## src/rtl/store_write_buffer_pkg.sv

```systemverilog
// Shared constants and types for the CPU store write buffer.
// Address matching works on word addresses; bits below WORD_LSB are only carried through.
package store_write_buffer_pkg;
  localparam int DEF_DEPTH = 4;
  localparam int DEF_AW    = 32;
  localparam int DEF_DW    = 32;
  localparam int WORD_LSB  = 2;
  localparam int PTR_W     = $clog2(DEF_DEPTH);

  typedef struct packed {
    logic              valid;
    logic [DEF_AW-1:0] addr;
    logic [DEF_DW-1:0] data;
  } entry_t;

  function automatic logic [DEF_AW-WORD_LSB-1:0] word_of(input logic [DEF_AW-1:0] a);
    return a[DEF_AW-1:WORD_LSB];
  endfunction
endpackage

```

## src/rtl/store_write_buffer_if.sv

```systemverilog
// Word-wide drain bus from the write buffer (master) to data memory (slave).
interface store_write_buffer_if
  import store_write_buffer_pkg::*;
#(
  parameter int AW = DEF_AW,
  parameter int DW = DEF_DW
);
  logic [AW-1:0] o_mem_addr;
  logic [DW-1:0] o_mem_data;
  logic          o_mem_valid;
  logic          i_mem_ready;

  modport master (output o_mem_addr, o_mem_data, o_mem_valid, input i_mem_ready);
  modport slave  (input o_mem_addr, o_mem_data, o_mem_valid, output i_mem_ready);
endinterface

```

## src/rtl/store_write_buffer_fwd_match.sv

```systemverilog
// Age-ordered word comparator: walks entries from head towards tail, so the last match
// seen is the youngest one.
module wb_fwd_match #(
  parameter int DEPTH = 4,
  parameter int WW    = 30,
  parameter int DW    = 32,
  parameter int PW    = $clog2(DEPTH)
) (
  input  logic [DEPTH-1:0]         valid_i,
  input  logic [DEPTH-1:0][WW-1:0] word_i,
  input  logic [DEPTH-1:0][DW-1:0] data_i,
  input  logic [PW-1:0]            head_i,
  input  logic [PW:0]              count_i,
  input  logic [WW-1:0]            lookup_i,
  output logic                     hit_o,
  output logic [DW-1:0]            data_o
);
  logic [PW-1:0] idx;

  always_comb begin
    hit_o  = 1'b0;
    data_o = '0;
    idx    = '0;
    for (int k = 0; k < DEPTH; k++) begin
      idx = head_i + PW'(k);
      if ((PW+1)'(k) < count_i && valid_i[idx] && word_i[idx] == lookup_i) begin
        hit_o  = 1'b1;
        data_o = data_i[idx];
      end
    end
  end
endmodule

```

## src/rtl/store_write_buffer.sv

```systemverilog
// DEPTH-entry store FIFO between the CPU store port and data memory, with load
// forwarding and coalescing of repeated stores into the youngest entry.
module store_write_buffer
  import store_write_buffer_pkg::*;
#(
  parameter int DEPTH = DEF_DEPTH,
  parameter int AW    = DEF_AW,
  parameter int DW    = DEF_DW
) (
  input  logic                     clk,
  input  logic                     rstn,
  input  logic [AW-1:0]            i_addr,
  input  logic [DW-1:0]            i_write_data,
  input  logic                     i_SIG_write,
  input  logic                     i_rd_en,
  output logic                     o_stall,
  output logic                     o_fwd_hit,
  output logic [DW-1:0]            o_fwd_data,
  output logic [$clog2(DEPTH):0]   o_count,
  output logic                     o_empty,
  store_write_buffer_if.master     mem
);
  localparam int PW = $clog2(DEPTH);
  localparam int WW = AW - WORD_LSB;

  logic [DEPTH-1:0]         valid_q;
  logic [DEPTH-1:0][AW-1:0] addr_q;
  logic [DEPTH-1:0][DW-1:0] data_q;
  logic [DEPTH-1:0][WW-1:0] word;
  logic [PW-1:0]            head_q, head_d, tail_q, tail_d, youngest;
  logic [PW:0]              count_q, count_d;
  logic                     empty, full, enq, deq, coal;
  logic                     fwd_hit, coal_hit;
  logic [DW-1:0]            fwd_data, coal_data_unused;

  for (genvar i = 0; i < DEPTH; i++) begin : g_word
    assign word[i] = addr_q[i][AW-1:WORD_LSB];
  end

  assign youngest = tail_q - 1'b1;
  assign empty    = (count_q == '0);
  assign full     = (count_q == (PW+1)'(DEPTH));

  wb_fwd_match #(.DEPTH(DEPTH), .WW(WW), .DW(DW)) u_fwd (
    .valid_i(valid_q), .word_i(word), .data_i(data_q),
    .head_i(head_q), .count_i(count_q), .lookup_i(i_addr[AW-1:WORD_LSB]),
    .hit_o(fwd_hit), .data_o(fwd_data)
  );

  // Same comparator restricted to the youngest entry decides coalescing.
  wb_fwd_match #(.DEPTH(DEPTH), .WW(WW), .DW(DW)) u_coal (
    .valid_i(valid_q), .word_i(word), .data_i(data_q),
    .head_i(youngest), .count_i((PW+1)'(1)), .lookup_i(i_addr[AW-1:WORD_LSB]),
    .hit_o(coal_hit), .data_o(coal_data_unused)
  );

  // count >= 2 keeps coalescing off the head, which may be mid-handshake.
  assign coal    = i_SIG_write && (count_q >= (PW+1)'(2)) && coal_hit;
  assign enq     = i_SIG_write && !coal && !full;
  assign deq     = mem.o_mem_valid && mem.i_mem_ready;
  assign o_stall = i_SIG_write && !coal && full;

  assign head_d  = deq ? head_q + 1'b1 : head_q;
  assign tail_d  = enq ? tail_q + 1'b1 : tail_q;
  assign count_d = count_q + (PW+1)'(enq) - (PW+1)'(deq);

  assign o_fwd_hit       = i_rd_en && fwd_hit;
  assign o_fwd_data      = o_fwd_hit ? fwd_data : '0;
  assign o_count         = count_q;
  assign o_empty         = empty;
  assign mem.o_mem_valid = !empty;
  assign mem.o_mem_addr  = empty ? '0 : addr_q[head_q];
  assign mem.o_mem_data  = empty ? '0 : data_q[head_q];

  always_ff @(posedge clk or negedge rstn) begin
    if (!rstn) begin
      head_q  <= '0;
      tail_q  <= '0;
      count_q <= '0;
      valid_q <= '0;
      addr_q  <= '0;
      data_q  <= '0;
    end else begin
      head_q  <= head_d;
      tail_q  <= tail_d;
      count_q <= count_d;
      if (deq) valid_q[head_q] <= 1'b0;
      if (enq) begin
        valid_q[tail_q] <= 1'b1;
        addr_q[tail_q]  <= i_addr;
        data_q[tail_q]  <= i_write_data;
      end
      if (coal) begin
        addr_q[youngest] <= i_addr;
        data_q[youngest] <= i_write_data;
      end
    end
  end
endmodule

```

## src/flat_wrapper.sv

```systemverilog
// flat-port wrapper written by rule: the top's interface ports become plain ports
module store_write_buffer_flat import store_write_buffer_pkg::*;
#(
  parameter int DEPTH = DEF_DEPTH,
  parameter int AW    = DEF_AW,
  parameter int DW    = DEF_DW
)
  (clk, rstn, i_addr, i_write_data, i_SIG_write, i_rd_en, o_stall, o_fwd_hit, o_fwd_data, o_count, o_empty, mem_o_mem_addr, mem_o_mem_data, mem_o_mem_valid, mem_i_mem_ready);
  store_write_buffer_if #(.AW(AW), .DW(DW)) mem_i ();
  input  logic clk;
  input  logic rstn;
  input  logic [AW-1:0] i_addr;
  input  logic [DW-1:0] i_write_data;
  input  logic i_SIG_write;
  input  logic i_rd_en;
  output logic o_stall;
  output logic o_fwd_hit;
  output logic [DW-1:0] o_fwd_data;
  output logic [$clog2(DEPTH):0] o_count;
  output logic o_empty;
  output wire logic [$bits(mem_i.o_mem_addr)-1:0] mem_o_mem_addr;
  output wire logic [$bits(mem_i.o_mem_data)-1:0] mem_o_mem_data;
  output wire logic [$bits(mem_i.o_mem_valid)-1:0] mem_o_mem_valid;
  input wire logic [$bits(mem_i.i_mem_ready)-1:0] mem_i_mem_ready;
  assign mem_o_mem_addr = mem_i.o_mem_addr;
  assign mem_o_mem_data = mem_i.o_mem_data;
  assign mem_o_mem_valid = mem_i.o_mem_valid;
  assign mem_i.i_mem_ready = mem_i_mem_ready;
  store_write_buffer #(.DEPTH(DEPTH), .AW(AW), .DW(DW)) u_core (.clk(clk), .rstn(rstn), .i_addr(i_addr), .i_write_data(i_write_data), .i_SIG_write(i_SIG_write), .i_rd_en(i_rd_en), .o_stall(o_stall), .o_fwd_hit(o_fwd_hit), .o_fwd_data(o_fwd_data), .o_count(o_count), .o_empty(o_empty), .mem(mem_i));
endmodule
```

## config.mk

```make
export PLATFORM = sky130hd
export DESIGN_NAME = store_write_buffer_flat
export DESIGN_NICKNAME = d
export VERILOG_FILES = /design/src/rtl/store_write_buffer_pkg.sv /design/src/rtl/store_write_buffer_if.sv /design/src/rtl/store_write_buffer_fwd_match.sv /design/src/rtl/store_write_buffer.sv /design/src/flat_wrapper.sv
export SDC_FILE = /design/constraint.sdc
export NUM_CORES = 1
export LEC_CHECK = 0
export ABC_CLOCK_PERIOD_IN_PS = 5900
export CORE_ASPECT_RATIO = 0.75
export CORE_MARGIN = 3
export CORE_UTILIZATION = 30
export DETAILED_ROUTE_END_ITERATION = 10
export PLACE_DENSITY = 0.55
export SYNTH_ARGS = -nofsm -noshare
export SYNTH_HDL_FRONTEND = slang
export SYNTH_SLANG_ARGS = --single-unit
```

## constraint.sdc

```tcl
create_clock -name clk -period 5.9 [get_ports clk]
set_clock_uncertainty 0.15 [all_clocks]
set_input_delay 1.18 -clock clk [delete_from_list [all_inputs] [get_ports clk]]
set_output_delay 1.18 -clock clk [all_outputs]
set_load 0.02 [all_outputs]
```

==> results.toml <==
[run_status]
status = "finished clean"

[detailed_routing]
drt_drc_violations_left = 0
vias_per_cell = 5.88
wl_per_cell_um = 26.8
routed_wl_um = 77700
via_count = 17100
drt.antenna.violating_nets = 0
drtIter0Drc = 1799
drt-pass1-iter-count = 5

[critical_path]
start_kind = "flop"
worst-setup-path-type = "reg2out"
path_max_fanout = 14
crit_arrival_ps = 4460
crit_required_ps = 4570
endpoint_kind = "output pin"

[synth]
synth.top_cell.area_share_pct = 30.8
synth.distinct_cells = 66
ys_ff_latch = 267
synth_edf_count = 0
synth_top_area_cell = "dfrtp_1"
yosysWarnings = 0
syn_area_per_cell_um2 = 12.8
synthArstFlopShare_pct = 100
synth.area.top_cells = "dfrtp_1 31%, mux4_2 25%, mux2_2 14%, xnor2_1 4.5%, mux2i_1 3.9%"
synth_common_cells = "275 x mux2_2, 267 x dfrtp_1, 236 x mux4_2"
synth.most_common_cell = "mux2_2"
synth_area_mm2 = 0.0217
synth_ff_type = "dfrtp_1"
seq_area_frac_synth_pct = 30.8
synth_nets = 1777
synth_cells = 1695

[timing]
slew_violations = 0
post-route-period-util_pct = 98.1
setup_viol = 0
layout_min_cycle_time_ps = 5790
finalWorstSetupSlack_ps = 113
max_freq_mhz = 173
hold_viol_final = 0
rsz0062_at_grt = "false"
slew_headroom_pct = 42.3
tightest_slew_ps = 866

[global_routing]
grt_pass1_vias = 17100
grt_max_degree = 115
antenna_found_initial = 7
grt_use_total_pct = 20.4
grt_overflow = 0
grt_pass1_wl_um = 117000

[power]
switchingPower_mw = 8.54
power_frac_seq_pct = 20.8
p_sw_share_pct = 43.1
p_leak_nw = 10.2
ir_drop_v = 0.000331
total_power_mw = 19.8
intPower_mw = 11.3
power.share.clock_pct = 11.9
comb_power_share_pct = 67.3
p_per_area_mw_per_mm2 = 724

[floorplan]
fp.dieArea_mm2 = 0.0756
die_w_um = 316
design.core.area_mm2 = 0.0708
boundaryPins = 172
die_h_um = 239
initial_utilization_pct = 30.6
core.rowCount = 84

[clocking]
cts.clk_slew.worst_paths_ps = 60
clock-sinks = 267
cts_tree = "yes"
cts_buffers = 35
worstSkewPairLatency_ps = 540
ctsLongestPathBuffers = 3
cts_root_buf = "clkbuf_16"
ctsHtreeMaxLevel = 2

[layout]
syn2layout_area_growth_pct = 26.1
final_nets = 2009
final_layout_size_suffix_gt1_share_pct = 44.6
fill_cells = 6804

[place]
hpwl_um = 54400
portBuffers = 171
post-place-ws_ps = -397
gp_congestion = 0.974

[run]
maxCapViolCount = 0

[min_path]
hold_path.class = "reg2reg"
[power by group through the flow]
stage	Clock (mW)	Sequential (mW)	Combinational (mW)
3_5_place_dp	0	4.09	12.9
5_1_grt	2.50	4.31	14.0
3_3_place_gp	0	3.96	12.9
6_report	2.35	4.13	13.3
4_1_cts	2.42	4.07	13.2
2_1_floorplan	0	3.62	8.99
[logic make-up (layout without fill, tap and decap cells)]
group	Yosys count	in the layout	share of synthesized area, %
AO/OA/AOI/OAI	217	217	7.02
XOR/XNOR	129	129	5.21
adder cells (fa/ha/maj)	13	13	0.785
flip-flops	267	267	30.8
other	0	5	0
buffers and inverters	211	469	5.22
AND/OR/NAND/NOR	247	247	6.44
multiplexers	611	611	44.5
[cell usage in the layout (no fill, tap or decap), types with 29 or more instances in the layout]
cell type / synthesis / layout
a211oi_4: 0 / 30
a21oi_1: 37 / 37
a311oi_1: 32 / 32
buf_12: 3 / 41
buf_2: 48 / 29
buf_4: 37 / 157
clkbuf_16: 0 / 36
clkdlybuf4s50_1: 0 / 137
dfrtp_1: 267 / 264
mux2_2: 275 / 271
mux2i_1: 85 / 79
mux4_2: 236 / 236
nand3_1: 41 / 41
nand4_1: 53 / 53
nor2b_1: 64 / 64
o21ai_0: 47 / 37
xnor2_1: 112 / 111
[repair_timing]
| action | in CTS | in global routing |
|---|---|---|
| resized for setup | 142 | 27 |
| pin swaps | 3 | 5 |
| buffers inserted | 7 | 1 |
| gates cloned | 1 | 0 |
| setup endpoints to repair | 33 | 33 |
| hold buffers | 0 | 0 |
[flip-flops by register name (all words and copies together) (netlist names)]
name	cells
u_core.addr_q	128
u_core.data_q	128
u_core.valid_q	4
u_core.o_count	3
u_core.head_q	2
u_core.tail_q	2
[per-stage QoR]
stage,cell area [µm²],cells,utilization (%),hold slack (ps),setup TNS [ps]
final,27400,2904,38.6,357,0
after global placement,26000,2827,36.7,334,-10270
after global routing,27400,2901,38.6,373,0
after detailed placement,26000,2827,36.7,347,-11190
after CTS,27300,2898,38.5,360,0
after floorplan,22100,1695,-,325,0
[critical path, cell delays in order, from the launching register on]
cell,delay [ps]
dfrtp_4,440
inv_2,60
ha_4,330
buf_12,130
buf_12,150
mux2i_1,390
o21ai_0,190
o21ai_1,190
nand4_1,120
or4_4,550
or3b_4,430
and3_4,270
a211oi_2,280
dlygate4sd2_1,370
[final timing paths]
kind | startpoint | slack [ps] | endpoint | cells after the start
worst max-delay path | u_core.head_q[0] | 110 | o_fwd_data[13] | 13
worst min-delay path | u_core.addr_q[32] | 360 | u_core.addr_q[32] | 1
worst max register to register | u_core.tail_q[0] | 1220 | u_core.data_q[91] | 14
worst min register to register | u_core.addr_q[32] | 360 | u_core.addr_q[32] | 1
max in group asynchronous | rstn | 3860 | u_core.data_q[19] | 2
min in group asynchronous | rstn | 500 | u_core.addr_q[58] | 1
[layer usage]
metal  routed length (µm)  global-route usage, %
met1                34700                   30.0
met2                35000                   30.8
met3                 6200                   4.17
met4                 1780                   5.09
met5                   27                      0
[layout make-up]
type	count	area [µm²]	area share, %
Tap cell	946	1180	4.33
Sequential cell	267	6690	24.5
Clock inverter	16	255	0.933
Multi-Input combinational cell	1217	14400	52.6
Inverter	26	97.6	0.357
Antenna cell	5	12.5	0.0457
Clock buffer	47	1000	3.66
Timing Repair Buffer	380	3730	13.6
Power figures use the tool's default switching activity.
